==> src/rtl/apb_gpio_slave_if.sv <==
`default_nettype none
// ============================================================================
// Module   : apb_gpio_slave_if
// Brief    : APB3 bus bundle between the bridge (master) and the GPIO completer.
// Revision : 1.0
// ============================================================================
interface apb_gpio_slave_if #(
    parameter int ADDR_WIDTH = 5
);
    logic [ADDR_WIDTH-1:0] PADDR;
    logic                  PSEL;
    logic                  PENABLE;
    logic                  PWRITE;
    logic [31:0]           PWDATA;
    logic [31:0]           PRDATA;
    logic                  PREADY;
    logic                  PSLVERR;

    modport master (
        output PADDR, PSEL, PENABLE, PWRITE, PWDATA,
        input  PRDATA, PREADY, PSLVERR
    );

    modport slave (
        input  PADDR, PSEL, PENABLE, PWRITE, PWDATA,
        output PRDATA, PREADY, PSLVERR
    );
endinterface
`default_nettype wire

==> src/rtl/apb_gpio_slave.sv <==
`default_nettype none
// ============================================================================
// Module   : apb_gpio_slave
// Brief    : APB3 GPIO completer, one wait state, with rising-edge interrupts.
// Revision : 1.0
// ============================================================================
module apb_gpio_slave #(
    parameter int GPIO_WIDTH = 8,
    parameter int ADDR_WIDTH = 5
) (
    input  wire                  clk,
    input  wire                  reset,
    apb_gpio_slave_if.slave      apb,
    input  wire [GPIO_WIDTH-1:0] gpio_in,
    output logic [GPIO_WIDTH-1:0] gpio_out,
    output logic [GPIO_WIDTH-1:0] gpio_oe,
    output logic                  irq
);
    localparam logic [0:0] c_ST_IDLE = 1'b0;
    localparam logic [0:0] c_ST_ACK  = 1'b1;

    localparam logic [2:0] c_W_MODER = 3'd0;
    localparam logic [2:0] c_W_ODR   = 3'd1;
    localparam logic [2:0] c_W_IDR   = 3'd2;
    localparam logic [2:0] c_W_IER   = 3'd3;
    localparam logic [2:0] c_W_ISR   = 3'd4;

    logic [0:0]            r_state;
    logic [0:0]            w_state_next;

    logic [GPIO_WIDTH-1:0] r_moder;
    logic [GPIO_WIDTH-1:0] r_odr;
    logic [GPIO_WIDTH-1:0] r_ier;
    logic [GPIO_WIDTH-1:0] r_isr;
    logic [GPIO_WIDTH-1:0] r_sync1;
    logic [GPIO_WIDTH-1:0] r_idr;
    logic [GPIO_WIDTH-1:0] r_prev;
    logic [31:0]           r_prdata;
    logic                  r_pslverr;

    logic                  w_commit;
    logic [31:0]           w_addr_ext;
    logic [2:0]            w_word;
    logic                  w_err;
    logic                  w_wr_ok;
    logic                  w_rd_ok;
    logic [GPIO_WIDTH-1:0] w_wdata;
    logic [GPIO_WIDTH-1:0] w_w1c;
    logic [GPIO_WIDTH-1:0] w_rise;
    logic [31:0]           w_rdata;
    logic                  w_unused;

    // Decode happens only on the IDLE->ACK edge; ACK always returns to IDLE.
    assign w_commit   = (r_state == c_ST_IDLE) && apb.PSEL && apb.PENABLE;
    assign w_addr_ext = 32'(apb.PADDR);
    assign w_word     = apb.PADDR[4:2];
    assign w_err      = (apb.PADDR[1:0] != 2'b00) || (w_addr_ext > 32'h10) ||
                        (apb.PWRITE && (w_word == c_W_IDR));
    assign w_wr_ok    = w_commit && apb.PWRITE && !w_err;
    assign w_rd_ok    = w_commit && !apb.PWRITE && !w_err;
    assign w_wdata    = apb.PWDATA[GPIO_WIDTH-1:0];
    assign w_w1c      = (w_wr_ok && (w_word == c_W_ISR)) ? w_wdata : '0;
    assign w_rise     = r_idr & ~r_prev & ~r_moder;
    assign w_unused   = ^apb.PWDATA;

    // ---------------- FSM: state register ----------------
    always_ff @(posedge clk or posedge reset) begin
        if (reset) begin
            r_state <= c_ST_IDLE;
        end else begin
            r_state <= w_state_next;
        end
    end

    // ---------------- FSM: next state ----------------
    always_comb begin
        w_state_next = r_state;
        case (r_state)
            c_ST_IDLE: if (apb.PSEL && apb.PENABLE) w_state_next = c_ST_ACK;
            c_ST_ACK:  w_state_next = c_ST_IDLE;
            default:   w_state_next = c_ST_IDLE;
        endcase
    end

    // ---------------- FSM: outputs ----------------
    always_comb begin
        apb.PREADY  = (r_state == c_ST_ACK);
        apb.PRDATA  = r_prdata;
        apb.PSLVERR = r_pslverr;
    end

    always_comb begin
        w_rdata = '0;
        case (w_word)
            c_W_MODER: w_rdata[GPIO_WIDTH-1:0] = r_moder;
            c_W_ODR:   w_rdata[GPIO_WIDTH-1:0] = r_odr;
            c_W_IDR:   w_rdata[GPIO_WIDTH-1:0] = r_idr;
            c_W_IER:   w_rdata[GPIO_WIDTH-1:0] = r_ier;
            c_W_ISR:   w_rdata[GPIO_WIDTH-1:0] = r_isr;
            default:   w_rdata = '0;
        endcase
    end

    // Response flops load only on commit, so they are nonzero for the ACK cycle alone.
    always_ff @(posedge clk or posedge reset) begin
        if (reset) begin
            r_prdata  <= '0;
            r_pslverr <= 1'b0;
        end else begin
            r_prdata  <= w_rd_ok ? w_rdata : 32'h0;
            r_pslverr <= w_commit && w_err;
        end
    end

    always_ff @(posedge clk or posedge reset) begin
        if (reset) begin
            r_moder <= '0;
            r_odr   <= '0;
            r_ier   <= '0;
        end else if (w_wr_ok) begin
            if (w_word == c_W_MODER) r_moder <= w_wdata;
            if (w_word == c_W_ODR)   r_odr   <= w_wdata;
            if (w_word == c_W_IER)   r_ier   <= w_wdata;
        end
    end

    // Set has priority over a coincident write-one-to-clear.
    always_ff @(posedge clk or posedge reset) begin
        if (reset) begin
            r_isr <= '0;
        end else begin
            r_isr <= w_rise | (r_isr & ~w_w1c);
        end
    end

    always_ff @(posedge clk or posedge reset) begin
        if (reset) begin
            r_sync1 <= '0;
            r_idr   <= '0;
            r_prev  <= '0;
        end else begin
            r_sync1 <= gpio_in;
            r_idr   <= r_sync1;
            r_prev  <= r_idr;
        end
    end

    assign gpio_oe  = r_moder;
    assign gpio_out = r_odr;
    assign irq      = |(r_isr & r_ier);
endmodule
`default_nettype wire

==> src/flat_wrapper.sv <==
// flat-port wrapper written by rule: the top's interface ports become plain ports
module apb_gpio_slave_flat 
#(
    parameter int GPIO_WIDTH = 8,
    parameter int ADDR_WIDTH = 5
)
  (clk, reset, gpio_in, gpio_out, gpio_oe, irq, apb_PADDR, apb_PSEL, apb_PENABLE, apb_PWRITE, apb_PWDATA, apb_PRDATA, apb_PREADY, apb_PSLVERR);
  apb_gpio_slave_if #(.ADDR_WIDTH(ADDR_WIDTH)) apb_i ();
  input  wire clk;
  input  wire reset;
  input  wire [GPIO_WIDTH-1:0] gpio_in;
  output logic [GPIO_WIDTH-1:0] gpio_out;
  output logic [GPIO_WIDTH-1:0] gpio_oe;
  output logic irq;
  input wire logic [$bits(apb_i.PADDR)-1:0] apb_PADDR;
  input wire logic [$bits(apb_i.PSEL)-1:0] apb_PSEL;
  input wire logic [$bits(apb_i.PENABLE)-1:0] apb_PENABLE;
  input wire logic [$bits(apb_i.PWRITE)-1:0] apb_PWRITE;
  input wire logic [$bits(apb_i.PWDATA)-1:0] apb_PWDATA;
  output wire logic [$bits(apb_i.PRDATA)-1:0] apb_PRDATA;
  output wire logic [$bits(apb_i.PREADY)-1:0] apb_PREADY;
  output wire logic [$bits(apb_i.PSLVERR)-1:0] apb_PSLVERR;
  assign apb_i.PADDR = apb_PADDR;
  assign apb_i.PSEL = apb_PSEL;
  assign apb_i.PENABLE = apb_PENABLE;
  assign apb_i.PWRITE = apb_PWRITE;
  assign apb_i.PWDATA = apb_PWDATA;
  assign apb_PRDATA = apb_i.PRDATA;
  assign apb_PREADY = apb_i.PREADY;
  assign apb_PSLVERR = apb_i.PSLVERR;
  apb_gpio_slave #(.GPIO_WIDTH(GPIO_WIDTH), .ADDR_WIDTH(ADDR_WIDTH)) u_core (.clk(clk), .reset(reset), .apb(apb_i), .gpio_in(gpio_in), .gpio_out(gpio_out), .gpio_oe(gpio_oe), .irq(irq));
endmodule
==> config.mk <==
export PLATFORM = sky130hd
export DESIGN_NAME = apb_gpio_slave_flat
export DESIGN_NICKNAME = d
export VERILOG_FILES = /design/src/rtl/apb_gpio_slave_if.sv /design/src/rtl/apb_gpio_slave.sv /design/src/flat_wrapper.sv
export SDC_FILE = /design/constraint.sdc
export NUM_CORES = 1
export LEC_CHECK = 0
export CAP_MARGIN = 5
export CORE_UTILIZATION = 45
export DETAILED_ROUTE_END_ITERATION = 10
export PLACE_DENSITY_LB_ADDON = 0.2
export SYNTH_ARGS = -nofsm -noshare
export SYNTH_HDL_FRONTEND = slang
export SYNTH_SLANG_ARGS = --single-unit
==> constraint.sdc <==
create_clock -name clk -period 2.64 [get_ports clk]
set_input_delay 0.66 -clock clk [delete_from_list [all_inputs] [get_ports clk]]
set_output_delay 0.66 -clock clk [all_outputs]
set_load 0.01 [all_outputs]
==> results.json <==
{
  "status": "completed",
  "power.switching_mw": 0.505,
  "grt_max_degree": 67,
  "avgSynthCellArea_um2": 12.6,
  "cpPeakStageDelay_ns": 0.50,
  "worstPathArrival_ns": 1.64,
  "clk_pin_slew_ns": 0.07,
  "tritoncts": "done",
  "crit_fanout": 3,
  "hp-class": "reg -> reg",
  "postCtsSetupBuffers": 0,
  "ys_top_cells_by_area": "dfrtp_1 57%, mux2_2 9.3%, buf_4 6.5%",
  "synth_compound_area_frac": 0.0955,
  "seq_power_share": 0.507,
  "worst_path_max_delay_cell": "clkdlybuf4s50_1",
  "cts_hold_buf": 0,
  "ys_ff_latch": 66,
  "grt_pass1_wl_um": 9730,
  "reg2reg_to": "u_core.gpio_out[7]",
  "rrSetupSlack_ns": 1.03,
  "maxCapViolations": 0,
  "fin_tns_setup_ns": 0,
  "crit_cells": 3,
  "synth-adder-area-share": 0,
  "layout.nets": 342,
  "yosysUniqueCellTypes": 34,
  "path_buf_inv": 1,
  "min_period_ns": 2.30,
  "dpl_worst_slack_ns": 0.138,
  "diodes": 0,
  "synth.most_common_cell": "dfrtp_1",
  "drc": 0,
  "vias": 1967,
  "yosysTopAreaCellShare": 0.570,
  "worstPathRequired_ns": 1.98,
  "dieArea_um2": 6760,
  "numCtsBuffers": 9,
  "crit_path_end_kind": "output pin",
  "p_leak_nw": 1.62,
  "switching_share": 0.234,
  "clk_path_buf_depth": 2,
  "grt_pass1_vias": 1909,
  "wire_per_inst_um": 16.2,
  "insertion_delay_ns": 0.34,
  "cts_resized": 0,
  "chipHeight_um": 82.2,
  "reg2reg_depth": 3,
  "max_freq_mhz": 436,
  "muxShareOfSynthArea": 0.121,
  "routed_via_density": 5.30,
  "cts_htree_levels": 3,
  "cp-endpoint": "irq",
  "gp_congestion": 0.861,
  "track_usage": 0.208,
  "cp-start-kind": "flip-flop",
  "worst-setup-path-type": "reg -> out",
  "wl_um": 6020,
  "clkSinkCount": 66,
  "regToRegStartpoint": "u_core.apb.PREADY",
  "root_buffer": "clkbuf_8",
  "dr.pass1.iters": 4,
  "period_share": 0.870,
  "hold_ws_ns": 0.347,
  "final_cells": 371,
  "fin_worst_skew_ns": 0.00789,
  "drive_gt1_frac": 0.189,
  "hpwl_um": 4130,
  "synth_top_area_cell": "dfrtp_1",
  "syn_area_um2": 2900,
  "synth_commonest_cells": "66 x dfrtp_1, 25 x buf_4, 24 x mux2_2",
  "placed_cells": 356,
  "hold_viol_final": 0,
  "io_pins": 101,
  "power_frac_comb": 0.124,
  "syn_to_final_growth_pct": 26.2,
  "async_flop_share": 1.00,
  "yosys.area_share.simple": 0.119,
  "overflow": 0,
  "synth_top_family_by_area": "multiplexers",
  "start_util": 0.478,
  "rsz0062_at_grt": "false",
  "dr.first_iter.drc_count": 171,
  "ant_nets": 0,
  "placement_rows": 28,
  "synth_xor_area_frac": 0,
  "port_buffers": 52,
  "setup_viol": 0,
  "peakVddDrop_uv": 343,
  "clkPwrFrac": 0.370,
  "antenna_found_initial": 0,
  "ys.flop_type": "dfrtp_1",
  "internal_power_mw": 1.65,
  "chipWidth_um": 82.2,
  "layout_setup_ws_ns": 0.344,
  "cp-startpoint": "u_core.r_ier[5]",
  "fillCellCount": 495,
  "powerDensity_nw_per_um2": 590,
  "drv_slew": 0,
  "synth-edff-count": 0,
  "synthCells": 230,
  "core-area_um2": 6060,
  "seq_area_frac_synth": 0.570,
  "ys_warn_count": 0,
  "path_delay_family": "buffers and inverters",
  "path_cells": "a22oi_1 > nand4_1 > clkdlybuf4s50_1"
}
-- power by group through the flow --
| stage | Sequential [mW] | Combinational [mW] | Clock (mW) |
|---|---|---|---|
| global placement | 1.11 | 0.264 | 0 |
| finish | 1.09 | 0.267 | 0.797 |
| floorplan | 1.11 | 0.153 | 0 |
| CTS | 1.09 | 0.271 | 0.824 |
| global route | 1.10 | 0.293 | 0.881 |
| detailed placement | 1.11 | 0.270 | 0 |
-- per-layer routing --
layer  part of all wire  global-route usage
met1               0.44               0.271
met5                  0                   0
met2               0.48               0.323
met3              0.065              0.0538
met4              0.018               0.104
-- stage by stage --
stage               area, µm²   util  power [mW]
floorplan                2980      -        1.26
global placement         3470  0.573        1.37
detailed placement       3470  0.573        1.38
CTS                      3660  0.603        2.19
global route             3660  0.603        2.27
finish                   3660  0.603        2.16
-- layout make-up --
cell class	instances	area, µm²	share of cell area
Clock buffer	12	145	0.0397
Clock inverter	3	40.0	0.0110
Inverter	7	26.3	0.00719
Multi-Input combinational cell	142	1060	0.290
Sequential cell	66	1650	0.452
Tap cell	75	93.8	0.0257
Timing Repair Buffer	66	638	0.175
-- placed cells by master (no fill, tap or decap), types with 2 or more instances in the layout --
master,count
mux2i_1,8
inv_1,6
conb_1,24
clkbuf_1,2
a21oi_1,8
nor2_1,10
buf_4,13
a22o_1,7
dfrtp_1,66
a22oi_1,4
o21ai_0,2
nand3b_1,16
clkbuf_8,10
clkdlybuf4s50_1,52
clkinv_2,2
nand4_1,9
o32ai_1,6
mux2_2,24
o21a_1,7
-- registers in the layout, summed over array words and instances, names as in the netlist --
register / flops
u_core.apb.PRDATA: 8
u_core.gpio_oe: 8
u_core.gpio_out: 8
u_core.r_idr: 8
u_core.r_ier: 8
u_core.r_isr: 8
u_core.r_prev: 8
u_core.r_sync1: 8
u_core.apb.PREADY: 1
u_core.apb.PSLVERR: 1
-- cell families after synthesis --
group	count (synthesis)
multiplexers	32
buffers and inverters	45
AND/OR/NAND/NOR	48
flip-flops	66
AO/OA/AOI/OAI	38
other	1
-- worst min-delay path by stage --
stage	end	cells past startpoint	slack (ns)	from
floorplan	u_core.r_idr[0]	0	0.33	u_core.r_sync1[0]
global placement	u_core.r_idr[0]	0	0.33	u_core.r_sync1[0]
detailed placement	u_core.r_idr[0]	0	0.33	u_core.r_sync1[0]
CTS	u_core.r_idr[0]	0	0.35	u_core.r_sync1[0]
global route	u_core.r_idr[0]	0	0.36	u_core.r_sync1[0]
finish	u_core.r_idr[1]	0	0.35	u_core.r_sync1[1]
No activity file was read; power rests on OpenSTA's default activity.
